==> config.mk <==
export PLATFORM = sky130hd
export DESIGN_NAME = mult_result_stage
export DESIGN_NICKNAME = d
export VERILOG_FILES = /design/src/rtl/mult_result_stage.sv
export SDC_FILE = /design/constraint.sdc
export NUM_CORES = 1
export LEC_CHECK = 0
export ABC_AREA = 1
export CAP_MARGIN = 20
export CORE_ASPECT_RATIO = 0.5
export CORE_MARGIN = 2
export CORE_UTILIZATION = 25
export DETAILED_ROUTE_END_ITERATION = 10
export RECOVER_POWER = 100
export SETUP_SLACK_MARGIN = 0.5
export SLEW_MARGIN = 15
export SYNTH_ARGS = -nofsm -noshare
export SYNTH_HDL_FRONTEND = slang
export SYNTH_SLANG_ARGS = --single-unit
==> constraint.sdc <==
create_clock -name clk -period 2.3 [get_ports clk]
set_input_delay 0.575 -clock clk [delete_from_list [all_inputs] [get_ports clk]]
set_output_delay 0.575 -clock clk [all_outputs]
set_load 0.005 [all_outputs]
==> src/rtl/mult_result_stage.sv <==
// Result correction stage for a normal-number FP32 multiplier, feeding a 2-entry output FIFO.
// Optional sticky flag accumulation is enabled by defining MULT_STICKY_FLAGS_EN.
module mult_result_stage (
   input  logic        clk,
   input  logic        rst,
   input  logic        in_valid,
   output logic        in_ready,
   input  logic [31:0] operand_a,
   input  logic [31:0] operand_b,
   input  logic [31:0] product,
   output logic        out_valid,
   input  logic        out_ready,
   output logic [31:0] out_result,
   output logic [2:0]  out_flags,
   output logic [2:0]  sticky_flags,
   input  logic        flags_clear
);

   logic [7:0]        ea, eb;
   logic              sign;
   logic              nan_a, nan_b, inf_a, inf_b, zero_a, zero_b;
   logic signed [9:0] s, e;
   logic              carry;
   logic [31:0]       res;
   logic [2:0]        flg;

   assign ea     = operand_a[30:23];
   assign eb     = operand_b[30:23];
   assign sign   = operand_a[31] ^ operand_b[31];
   assign nan_a  = (ea == 8'hFF) && (operand_a[22:0] != 23'd0);
   assign nan_b  = (eb == 8'hFF) && (operand_b[22:0] != 23'd0);
   assign inf_a  = (ea == 8'hFF) && (operand_a[22:0] == 23'd0);
   assign inf_b  = (eb == 8'hFF) && (operand_b[22:0] == 23'd0);
   assign zero_a = (ea == 8'd0);
   assign zero_b = (eb == 8'd0);

   // The multiplier's exponent field only differs from the biased sum when its
   // mantissa product normalised upward, so a mismatch means +1.
   assign s     = $signed({2'b00, ea}) + $signed({2'b00, eb}) - 10'sd127;
   assign carry = (product[30:23] != s[7:0]);
   assign e     = s + $signed({9'd0, carry});

   always_comb begin
      res = product;
      flg = 3'b000;
      if (nan_a || nan_b || (inf_a && zero_b) || (inf_b && zero_a)) begin
         res = 32'h7FC0_0000;
         flg = 3'b100;
      end else if (inf_a || inf_b) begin
         res = {sign, 8'hFF, 23'd0};
      end else if (zero_a || zero_b) begin
         res = {sign, 31'd0};
      end else if (e >= 10'sd255) begin
         res = {sign, 8'hFF, 23'd0};
         flg = 3'b010;
      end else if (e <= 10'sd0) begin
         res = {sign, 31'd0};
         flg = 3'b001;
      end
   end

   logic [34:0] mem [2];
   logic        rd_ptr, wr_ptr;
   logic [1:0]  count;
   logic        push, pop;

   assign in_ready   = (count < 2'd2) && !rst;
   assign out_valid  = (count != 2'd0);
   assign push       = in_valid && in_ready;
   assign pop        = out_valid && out_ready;
   assign out_result = out_valid ? mem[rd_ptr][31:0]  : 32'd0;
   assign out_flags  = out_valid ? mem[rd_ptr][34:32] : 3'd0;

   always_ff @(posedge clk or posedge rst) begin
      if (rst) begin
         mem[0] <= '0;
         mem[1] <= '0;
         rd_ptr <= 1'b0;
         wr_ptr <= 1'b0;
         count  <= 2'd0;
      end else begin
         if (push) begin
            mem[wr_ptr] <= {flg, res};
            wr_ptr      <= ~wr_ptr;
         end
         if (pop)
            rd_ptr <= ~rd_ptr;
         case ({push, pop})
            2'b10:   count <= count + 2'd1;
            2'b01:   count <= count - 2'd1;
            default: count <= count;
         endcase
      end
   end

`ifdef MULT_STICKY_FLAGS_EN
   // A clear in the same cycle as a pop keeps only the popped entry's flags.
   always_ff @(posedge clk or posedge rst) begin
      if (rst)
         sticky_flags <= 3'd0;
      else if (pop)
         sticky_flags <= (flags_clear ? 3'd0 : sticky_flags) | out_flags;
      else if (flags_clear)
         sticky_flags <= 3'd0;
   end
`else
   logic unused_flags_clear;
   assign unused_flags_clear = flags_clear;
   assign sticky_flags       = 3'd0;
`endif

endmodule

# --- Word-level counts from Yosys, hierarchy flattened ---
# Index checks and enable logic that the tools add are counted.
classes:
  addsub: 5
  n_mul: 0
  n_div: 0
  n_lt_le_gt_ge: 6
  eq_ne: 5
  shift: 0
  mux: 19
  bitwise_logic: 5
  reduce_logical: 24
ops:
  columns: ["operator", "n"]
  rows:
  - ["two-way mux 32 bit", 6]
  - ["two-way mux 35 bit", 4]
  - ["bitwise mux 70 bit", 1]
  - ["logical NOT 23 bit", 2]
  - ["nonzero test 23 bit", 2]
  - ["demux 35 bit (select 1 bit)", 1]
  - ["equality test 8 bit (second input constant)", 2]
  - ["logical NOT 8 bit", 2]
  - ["adder 10 x 2 -> 10 bit", 1]
  - [">= comparator 10 x 9 -> 1 bit (second input constant)", 1]
  - ["less-or-equal comparator 10 x 1 -> 1 bit (second input constant)", 1]
  - ["logical AND 1 bit", 10]
  - ["subtractor 9 x 7 -> 10 bit (second input constant)", 1]
  - ["adder 8 x 8 -> 9 bit", 1]
  - ["inequality test 8 bit", 1]
  - ["two-way mux 2 bit", 3]
  - ["two-way mux 3 bit", 2]
  - ["logical OR 1 bit", 5]
  - [">= comparator 2 bit (second input constant)", 2]
  - ["inverter 1 -> 2 bit", 2]
  - ["case mux 2 bit (2 select lines)", 1]
  - ["nonzero test 2 bit", 2]
  - ["adder 2 x 1 -> 2 bit (second input constant)", 1]
  - ["equality test 2 x 1 -> 1 bit (second input constant)", 1]
  - ["8 further kinds", 9]
word_totals:
  regBits: 74
  latchBits: 0
  ram_bits: 0
  romBits: 0
  output_inout_bits: 40
  wordCells: 69
  memories: 0

# --- Longest topological paths before layout ---
logic_depth:
  word_depth: 11
  mapped_depth: 33

# --- Worst setup path after synthesis ---
# Ideal clock, no wire load.
synth_path:
  path_type: "input-to-reg"
  start: "input operand_a[24]"
  end: "register mem[52] (netlist bit)"
  setup_time_ns: 0.132
  arrival_time_ns: 4.172
  required_time_ns: 2.168
  slack_ns: -2.003
  cell_stages: 29
  path_cell_list: "ha_1 ha_1 fa_1 nand3_1 nand3_1 nand2_1 nand2_1 xor2_1 nor4b_1 nand2_1 ha_1 ha_1 nand2_1 inv_1 nor2_1 nand3_1 nor2_1 nand2_1 nor2_1 nand3_1 nor2_2 nor2_4 nor2_4 inv_6 nand3_4 buf_12 nor2_4 nand2_1 o21ai_1"
synth_via:
  elab_chain_cells: 11
  word_cells_on_any_way: 23
  cone_classes: "3 x add/sub; 2 x order compare; 2 x eq/ne; 6 x mux; 10 x reduce/logical"
synth_rtl:
  columns: ["element", "line", "source"]
  rows:
  - ["start, declared", "8", "input logic [31:0] operand_a,"]
  - ["adder 8 x 8 -> 9 bit", "39", "assign s = $signed({2'b00, ea}) + $signed({2'b00, eb}) - 10'sd127;"]
  - ["subtractor 9 x 7 -> 10 bit", "39", null]
  - ["inequality test 8 bit", "40", "assign carry = (product[30:23] != s[7:0]);"]
  - ["adder 10 x 2 -> 10 bit", "41", "assign e = s + $signed({9'd0, carry});"]
  - ["less-or-equal comparator 10 x 1 -> 1 bit", "56", "end else if (e <= 10'sd0) begin"]
  - ["two-way mux 32 bit", "56", null]
  - ["two-way mux 32 bit", "53", "end else if (e >= 10'sd255) begin"]
  - ["two-way mux 32 bit", "51", "end else if (zero_a || zero_b) begin"]
  - ["two-way mux 32 bit", "49", "end else if (inf_a || inf_b) begin"]
  - ["two-way mux 32 bit (*)", "46", "if (nan_a || nan_b || (inf_a && zero_b) || (inf_b && zero_a)) begin"]
  - ["bitwise mux 70 bit (*)", "83", "mem[wr_ptr] <= {flg, res};"]
  - ["end signal, assigned by index", "83", null]
  - ["end, declared", "62", "logic [34:0] mem [2];"]
# Mark *: on every way between the ends. The rest lies on a longest branch, timed or not.
# A chain may end at the register's enable or synchronous reset.

# --- Worst setup path after layout ---
layout_path:
  start: "input operand_b[24]"
  end: "register mem[60] (netlist bit)"
layout_via:
  elab_chain_cells: 11
  word_cells_on_any_way: 23
  cone_classes: "3 x add/sub; 2 x order compare; 2 x eq/ne; 6 x mux; 10 x reduce/logical"
layout_rtl:
  columns: ["element", "line", "source"]
  rows:
  - ["start, declared", "9", "input logic [31:0] operand_b,"]
  - ["adder 8 x 8 -> 9 bit", "39", null]
  - ["subtractor 9 x 7 -> 10 bit", "39", null]
  - ["inequality test 8 bit", "40", null]
  - ["adder 10 x 2 -> 10 bit", "41", null]
  - ["less-or-equal comparator 10 x 1 -> 1 bit", "56", null]
  - ["two-way mux 32 bit", "56", null]
  - ["two-way mux 32 bit", "53", null]
  - ["two-way mux 32 bit", "51", null]
  - ["two-way mux 32 bit", "49", null]
  - ["two-way mux 32 bit (*)", "46", null]
  - ["bitwise mux 70 bit (*)", "83", null]
# Marked as above.

==> flow_summary.ini <==
[synth]
syn_inst = 735
synth_top_cell_by_area = dfrtp_1
synth-xor-area-share_pct = 2.05
synth_top_family_by_area = simple AND/OR/NAND/NOR gates
synthMuxAreaShare_pct = 0
synthAdderAreaFrac_pct = 4.79
syn_area_mm2 = 0.00512
synthFlopType = dfrtp_1
synth.area.top_cells = dfrtp_1 (36%), nand2_1 (21%), nor2_4 (5.3%)
synth_edf_count = 0
ys_seq_elements = 74
yosysWarnings = 0
synthArstFlopShare_pct = 100
synth_simple_gate_area_share_pct = 38.5
yosysUniqueCellTypes = 34
synth_area_per_cell_um2 = 6.96
synth-compound-area-share_pct = 10.0
netlist.area_leader.share_pct = 36.2
seq_area_frac_synth_pct = 36.2

[die]
die_x_um = 206
core_area_mm2 = 0.0198
die_h_um = 105
io_pins = 141
start_util_pct = 25.9
num_rows = 36
dieArea_mm2 = 0.0217

[global_routing]
grt_pass1_wl_um = 28600
grt_pass1_vias = 5824
grt_overflow_total = 0
track_usage_pct = 16.4
grt_start_max_net_pins = 75
antenna_found_initial = 0

[timing]
grt_setup_unrepaired = true
setup_ws_ps = -1730
worstMarginPinSlew_ps = 1040
setup_violations = 79
hold_violations = 0
skew_ps = 6.16
fmax_mhz = 248
fin_hold_ws_ps = 473
finalCritPeriodShare_pct = 175
slew-limit-headroom_pct = 30.8
period_needed_ps = 4030
drv_slew = 0
tns_ps = -112030

[power]
power_density_mw_per_mm2 = 1060
peakVddDrop_mv = 0.552
fin_total_pwr_mw = 9.95
leakagePower_nw = 4.56

[status]
outcome = finished, violations left
violations = setup timing

[cts]
hold_buffers = 0
htree_levels = 3
cts_buffers = 9
tritoncts = yes
cts_buffer_depth = 2
clk_pin_slew_worst_paths_ps = 60
clk_latency_ps = 330
clockRootBuffer = clkbuf_16
cts_sinks = 74

[final_layout]
synthToLayoutAreaGrowth_pct = 83.9
antennaDiodeCount = 0
fillers = 1863
drive_above_1_share_pct = 43.5
fin_util_pct = 47.6
regArea_mm2 = 0.00185
multi_input_area_mm2 = 0.00390
fin_cells = 1270
nNetsFinal = 1119

[placement]
gp_congestion = 0.816
dp.cells = 1186
dp_hpwl_um = 11400
port_buffers = 136

[drt]
firstDrtPassIters = 4
viasPerCell = 4.50
drt-wirelength-per-cell_um = 14.3
drtIter0Drc = 284
drc_errors = 0
wl_um = 18200
via_count = 5716
postRouteAntennaNets = 0

[worst_setup_path]
worstPathArrival_ps = 4250
crit_path_max_fanout = 7
crit_top_cell = nand2_1
cp.required_ps = 2510
worstSetupEndpointType = flip-flop
crit_type = in2reg
startpoint_type = input port
cpPeakStageDelay_ps = 380
cp_slowest_cell = fa_2
r2r_slack_ps = 130

[job]
maxCapViolations = 0

[min_path]
hold_path.class = reg2reg
-- critical path: cells and delay by family --
kind	cells	cell delay [ps]
fa+ha+maj	5	1130
buf+inv	4	410
compound gates	1	110
simple gates	19	1870
xor+xnor	1	140
-- path summary, 6_finish.rpt --
path	start	cells past startpoint	end
setup reg to reg	count[1]	12	count[1]
max in group asynchronous	rst	4	mem[41]
min in group asynchronous	rst	4	mem[60]
setup / recovery	operand_b[24]	30	mem[60]
hold / removal	mem[66]	2	mem[66]
hold reg to reg	mem[66]	2	mem[66]
-- metal layers --
metal,wire length [um],track usage (%)
met1,7980,21.5
met2,9300,28.3
met3,550,1.59
met4,384,5.31
met5,0,0
-- cell usage after synthesis (7+ instances only) --
master	n
nor2_4	24
nand4_1	8
inv_1	57
dfrtp_1	74
nand2_1	293
ha_1	18
nand3_1	36
nand2_2	8
buf_4	8
nor2_1	47
a21oi_1	40
clkbuf_1	18
o21ai_0	34
o21ai_1	18
xor2_1	9
nor4_1	7
-- what timing repair did --
item	CTS	global route
pin swaps	53	39
buffers inserted	34	27
gates resized for setup	392	155
endpoints found under the setup margin	108	107
gates cloned	6	1
-- kinds of logic after synthesis --
kind of cell | count (synthesis)
simple gates | 436
compound gates | 98
buf+inv | 95
flops | 74
fa+ha+maj | 19
xor+xnor | 12
other cells | 1
-- sequential cells by signal, summed over array words and instances, names as in the netlist --
signal	flops
count	2
mem	70
wr_ptr	1
rd_ptr	1
-- cell type report --
type	count	area share, %
repair buffers	282	29.0
well taps	266	3.54
inverters	64	2.79
clock inverters	6	1.04
clock buffers	10	2.54
flip-flops and latches	74	19.7
multi-input cells	568	41.4
-- power by group --
group          switching, mW  total, mW  internal (mW)
clock                  0.585       1.58          0.995
combinational           2.98       6.08           3.10
sequential             0.412       2.29           1.88
-- through the flow --
| step | setup WS (ps) | instance area, um2 |
|---|---|---|
| 3_3_place_gp | -2440 | 7470 |
| 4_1_cts | -1600 | 8620 |
| 2_1_floorplan | -1670 | 5250 |
| 3_5_place_dp | -2520 | 7470 |
| 5_1_grt | -2000 | 9410 |
| 6_report | -1730 | 9410 |
-- layout by cell type (no fill, tap or decap), types with 5 or more instances in the layout --
cell type        netlist  final
a21oi_1               40      5
a21oi_2                2     29
a21oi_4                0      8
buf_12                 2     13
buf_16                 0      5
buf_2                  3     34
buf_4                  8     83
buf_6                  0     35
buf_8                  0      8
clkbuf_1              18      6
clkbuf_16              0     10
clkbuf_2               0      8
clkdlybuf4s50_1        0     53
dfrtp_1               74     74
dlygate4sd2_1          0      9
dlymetal6s2s_1         0     22
ha_4                   0     16
inv_1                 57     48
inv_2                  3      8
nand2_1              293    236
nand2_2                8     57
nand2_4                1      9
nand3_1               36     27
nand3_2                2      9
nand4_1                8      8
nor2_1                47     32
nor2_2                 4     11
nor2_4                24     32
o21ai_1               18     22
o21ai_2                2     13
o21ai_4                0     17
xor2_1                 9      6
Power figures use the tool's default switching activity.
